## src/rtl/regwrite_arbiter.sv

```systemverilog
// Register-file write-port arbiter: grants one of four writeback requesters
// (rt, rd, link, sp) per cycle and drives RegDst/RegWrite/WriteData to the bank.
module regwrite_arbiter #(
    parameter int DATA_W     = 32,
    parameter int FIXED_PRIO = 0
) (
    input  logic              clock,
    input  logic              reset,
    input  logic              hold,
    input  logic [3:0]        req,
    input  logic [4:0]        rt_idx,
    input  logic [4:0]        rd_idx,
    input  logic [DATA_W-1:0] data_rt,
    input  logic [DATA_W-1:0] data_rd,
    input  logic [DATA_W-1:0] data_link,
    input  logic [DATA_W-1:0] data_sp,
    output logic [3:0]        gnt,
    output logic [1:0]        RegDst,
    output logic              RegWrite,
    output logic [DATA_W-1:0] WriteData,
    output logic              busy,
    output logic              dbg_state
);

    // Handshake: req[i] is a level held until granted. gnt[i] is a one-cycle
    // registered pulse; the requester keeps req[i] high during that cycle and
    // must drop it on the edge that ends the pulse. The granted bit is masked
    // from arbitration so a held req is never granted twice in a row.

    typedef enum logic {
        IDLE  = 1'b0,
        WRITE = 1'b1
    } state_t;

    state_t            state_q;
    state_t            state_n;
    logic [1:0]        ptr_q;
    logic [1:0]        ptr_n;
    logic [3:0]        elig;
    logic              found;
    logic [1:0]        win;
    logic [1:0]        cand;
    logic              take;
    logic              zero_dst;
    logic [DATA_W-1:0] win_data;
    logic [3:0]        gnt_n;
    logic [1:0]        dst_n;
    logic              we_n;
    logic [DATA_W-1:0] wd_n;

    // Winner search. Iterating from the lowest to the highest priority lets
    // the last hit (highest priority) win without a priority-encoder chain.
    always_comb begin
        elig  = req & ~gnt;
        found = 1'b0;
        win   = 2'd0;
        cand  = 2'd0;
        if (FIXED_PRIO != 0) begin
            for (int i = 0; i < 4; i++) begin
                if (elig[i]) begin
                    found = 1'b1;
                    win   = 2'(i);
                end
            end
        end else begin
            // Round-robin order is ptr+1, ptr+2, ptr+3, ptr; scan it backwards.
            for (int k = 4; k >= 1; k--) begin
                cand = ptr_q + 2'(k);
                if (elig[cand]) begin
                    found = 1'b1;
                    win   = cand;
                end
            end
        end
    end

    always_comb begin
        zero_dst = ((win == 2'd0) && (rt_idx == 5'd0)) ||
                   ((win == 2'd1) && (rd_idx == 5'd0));
        case (win)
            2'd0:    win_data = data_rt;
            2'd1:    win_data = data_rd;
            2'd2:    win_data = data_link;
            default: win_data = data_sp;
        endcase
    end

    assign take = !hold && found;

    always_comb begin
        state_n = IDLE;
        gnt_n   = 4'b0000;
        dst_n   = RegDst;
        we_n    = 1'b0;
        wd_n    = '0;
        ptr_n   = ptr_q;
        case (state_q)
            IDLE, WRITE: begin
                if (take) begin
                    state_n = WRITE;
                    gnt_n   = 4'b0001 << win;
                    dst_n   = win;
                    // Writes to $zero still consume the slot but never reach the bank.
                    we_n    = !zero_dst;
                    wd_n    = zero_dst ? '0 : win_data;
                    if (FIXED_PRIO == 0) begin
                        ptr_n = win;
                    end
                end
            end
            default: state_n = IDLE;
        endcase
    end

    always_ff @(posedge clock or posedge reset) begin
        if (reset) begin
            state_q   <= IDLE;
            ptr_q     <= 2'd3;
            gnt       <= 4'b0000;
            RegDst    <= 2'b00;
            RegWrite  <= 1'b0;
            WriteData <= '0;
        end else begin
            state_q   <= state_n;
            ptr_q     <= ptr_n;
            gnt       <= gnt_n;
            RegDst    <= dst_n;
            RegWrite  <= we_n;
            WriteData <= wd_n;
        end
    end

    assign busy      = (state_q == WRITE);
    assign dbg_state = state_q;

endmodule

```

## config.mk

```make
export PLATFORM = sky130hd
export DESIGN_NAME = regwrite_arbiter
export DESIGN_NICKNAME = d
export VERILOG_FILES = /design/src/rtl/regwrite_arbiter.sv
export SDC_FILE = /design/constraint.sdc
export NUM_CORES = 1
export LEC_CHECK = 0
export BUFFER_PORTS_ARGS = -buffer_cell sky130_fd_sc_hd__buf_2
export CAP_MARGIN = 20
export CORE_ASPECT_RATIO = 0.5
export CORE_MARGIN = 2
export CORE_UTILIZATION = 41
export DETAILED_ROUTE_END_ITERATION = 10
export GPL_ROUTABILITY_DRIVEN = 0
export GPL_TIMING_DRIVEN = 0
export PLACE_DENSITY = 0.87
export SLEW_MARGIN = 10
export SYNTH_ARGS = -nofsm -noshare
export SYNTH_HDL_FRONTEND = slang
export SYNTH_SLANG_ARGS = --single-unit
```

## constraint.sdc

```tcl
create_clock -name clock -period 2.1 [get_ports clock]
set_input_delay 0 -clock clock [delete_from_list [all_inputs] [get_ports clock]]
set_output_delay 0 -clock clock [all_outputs]
set_load 0.01 [all_outputs]
```

==> metrics.md <==
| Metric | Value |
|---|---|
| Outcome | `finished, violations left` |
| Failing checks | `hold timing` |
| Worst hold slack | `-0.000303 ns` |
| Maxcap violations | `0` |
| Diode count | `0` |
| DR DRC count | `0` |
| Synth unique cells | `34` |
| Top sig layer | `met4` |
| Initial antenna violation count | `0` |
| Final worst slack | `0.0574 ns` |
| Pwr dens | `1080 nW/um2` |
| Die height | `60.3 um` |
| GRT Residual Overflow | `0` |
| Reg2reg setup slack | `0.06 ns` |
| Core area | `6080 um2` |
| WL final | `9100 um` |
| Wire length on met1 | `3390 um` |
| Total Power | `4550 uW` |
| Vias in the first global route | `2,975` |
| RR Endpoint | `WriteData[2]` |
| Reg area | `1050 um2` |
| WL met3 | `477 um` |
| Detail Route Antenna Nets | `0` |
| Clk sink count | `42` |
| Max IR drop VDD | `0.000616 V` |
| Comb power frac | `0.578` |
| Nets@finish | `610` |
| Syn_nets | `385` |
| Final Max Tran Viols | `0` |
| Critical Path End | `WriteData[2]` |
| Place WS | `-0.113 ns` |
| Met2 wire len | `4990 um` |
| Worst setup SP type | `flop` |
| Setup Crit Path Kind | `reg -> reg` |
| Max_slew headroom | `0.665` |
| Largest net degree at the start of global routing | `23` |
| IO Pins | `186` |
| TNS Setup | `0 ns` |
| Iter 0 DRT Violations | `179` |
| Initial Utilization | `0.427` |
| Post-synthesis sequential area ratio | `0.406` |
| Detail Placement HPWL | `6570 um` |
| Area grow syn2layout | `62.8%` |
| Hold Crit Class | `in -> reg` |
| Async set-reset flop share out of synthesis | `1.00` |
| Final Cycle Share | `0.973` |
| Main synth FF type | `dfrtp_1` |
| Critical path origin | `ptr_q[1]` |
| Clock Latency Late Sink | `0.28 ns` |
| CTS Buf Count | `5` |
| Hold Violations, Final | `1` |
| NetSw | `1910 uW` |
| Seq cells post-synth | `42` |
| Minimum clock period | `2.04 ns` |
| Clk pwr share | `0.158` |
| PortBufs | `185` |
| Reg-to-reg startpoint | `ptr_q[1]` |
| Via count | `2,918` |
| Worst-Margin Slew | `0.502 ns` |
| Total GRT Usage | `0.254` |
| Ys Warns | `0` |
| Crit path max fanout | `10` |
| Reg power frac | `0.263` |
| Clock slew at reported path FFs | `0.06 ns` |
| Internal power | `2640 uW` |
| Mapped Cells | `240` |
| Vias per cell | `5.27` |
| Leakage | `0.00222 uW` |
| Root Buffer | `clkbuf_16` |
| CTS tree | `built` |
| Final core occ | `0.695` |
| Switch share | `0.420` |
| CP arrival | `2.21 ns` |
| Register-to-Register Path Depth | `8` |
| DRT Pass-1 Iters | `4` |
| First-pass GRT wire length | `13,600 um` |
| Die area | `7020 um2` |
| Clk buf depth | `2` |
| F_max | `490 MHz` |
| Layout cells sized above 1 | `0.584` |
| Fillers | `507` |
| Chip width | `117 um` |
| Final setup fails | `0` |
| Multi-input gate area | `1450 um2` |
| H-tree depth | `2` |
| WL per Instance | `16.4 um` |
| Post-Syn Area per Cell | `10.8 um2` |
| Final Skew | `0.00475 ns` |
| Rows | `20` |
| Post-synthesis cell area | `2600 um2` |
| CP Data Required Time | `2.27 ns` |
| Post-synth EDFFs | `0` |
| Crit end category | `flop` |
## cell usage after synthesis (3+ instances only)
cell      number  share of area
a21oi_1       35          0.067
nor2_1         7          0.010
a221oi_2      29           0.17
mux2i_1       33           0.13
o21ai_0        4         0.0077
a221oi_1       3          0.010
inv_1          3         0.0043
clkbuf_1       9          0.013
dfrtp_1       40           0.39
buf_4          5          0.014
nand2_1       36          0.052
buf_2          5         0.0096
## layout make-up
cell class / count / area share
multi-input combinational: 170 / 0.344
timing repair buffer: 219 / 0.303
sequential: 42 / 0.249
buffer: 22 / 0.0409
clock buffer: 6 / 0.0305
tap: 88 / 0.0261
inverter: 5 / 0.00444
clock inverter: 2 / 0.00237
## power by group through the flow
| stage | combinational [uW] | sequential, uW | clock (uW) |
|---|---|---|---|
| after floorplan | 1550 | 1320 | 0 |
| after global placement | 2370 | 1180 | 0 |
| after detailed placement | 2430 | 1200 | 0 |
| after CTS | 2520 | 1190 | 731 |
| after global routing | 2830 | 1220 | 775 |
| final | 2630 | 1200 | 721 |
## logic make-up after synthesis
group,synth area share
DFF,0.406
AOI/OAI and AO/OA,0.288
and+or+nand+nor,0.110
buffers and inverters,0.0684
muxes,0.127
## critical path: stages, from the launching register on
cell,delay (ns)
dfstp_2,0.61
inv_2,0.08
mux2i_2,0.17
a211oi_4,0.21
buf_6,0.17
a2bb2oi_4,0.19
o21ai_4,0.11
buf_6,0.19
a221oi_2,0.21
## metal layers
metal	track usage	vias up
met5	0	-
met4	0.111	0
met3	0.0416	30
met2	0.477	125
met1	0.293	1422
li1	-	1341
## repair_timing
item                                    in CTS  in global routing
pin swaps                                    1                  6
hold buffers                                30                  0
resized for setup                            9                 27
endpoints found under the hold margin       48                  0
endpoints found under the setup margin      32                 29
setup buffers                                1                  2
## cell usage in the layout (no fill, tap or decap), types with 2 or more instances in the layout
master / instances
buf_4: 6
a221oi_2: 30
nand2_1: 35
nand2b_4: 2
buf_2: 187
clkbuf_1: 2
a221oi_1: 2
buf_6: 4
o21ai_0: 4
dlygate4sd3_1: 30
mux2i_1: 32
clkbuf_2: 8
buf_12: 2
dfstp_2: 2
nor2b_4: 4
clkbuf_16: 5
nor2_1: 6
clkbuf_4: 2
inv_1: 2
a21oi_1: 35
a211oi_4: 2
dfrtp_1: 40
and3_1: 2
inv_2: 3
clkinv_2: 2
## metrics by stage
step,cell area [um2],instances
2_1_floorplan,2600,240
5_1_grt,4230,554
3_3_place_gp,3630,513
6_report,4230,554
4_1_cts,4140,553
3_5_place_dp,3660,514
## registers in the layout (all words and copies together) (netlist names)
| name | flops |
|---|---|
| ptr_q | 2 |
| busy | 1 |
| RegDst | 2 |
| RegWrite | 1 |
| gnt | 4 |
| WriteData | 32 |
## worst min-delay path by stage
| stage | from | cells after the start | slack, ns | end |
|---|---|---|---|---|
| 2_1_floorplan | data_rd[0] | 2 | 0.15 | WriteData[0] |
| 3_3_place_gp | data_rd[30] | 3 | 0.26 | WriteData[30] |
| 3_5_place_dp | reset | 2 | 0.05 | RegDst[0] |
| 4_1_cts | data_rd[1] | 3 | 0.003 | WriteData[1] |
| 5_1_grt | data_rd[11] | 3 | 0.005 | WriteData[11] |
| 6_report | data_rd[11] | 3 | -0.0003 | WriteData[11] |
Note: power is estimated with default switching activity, not from simulation.
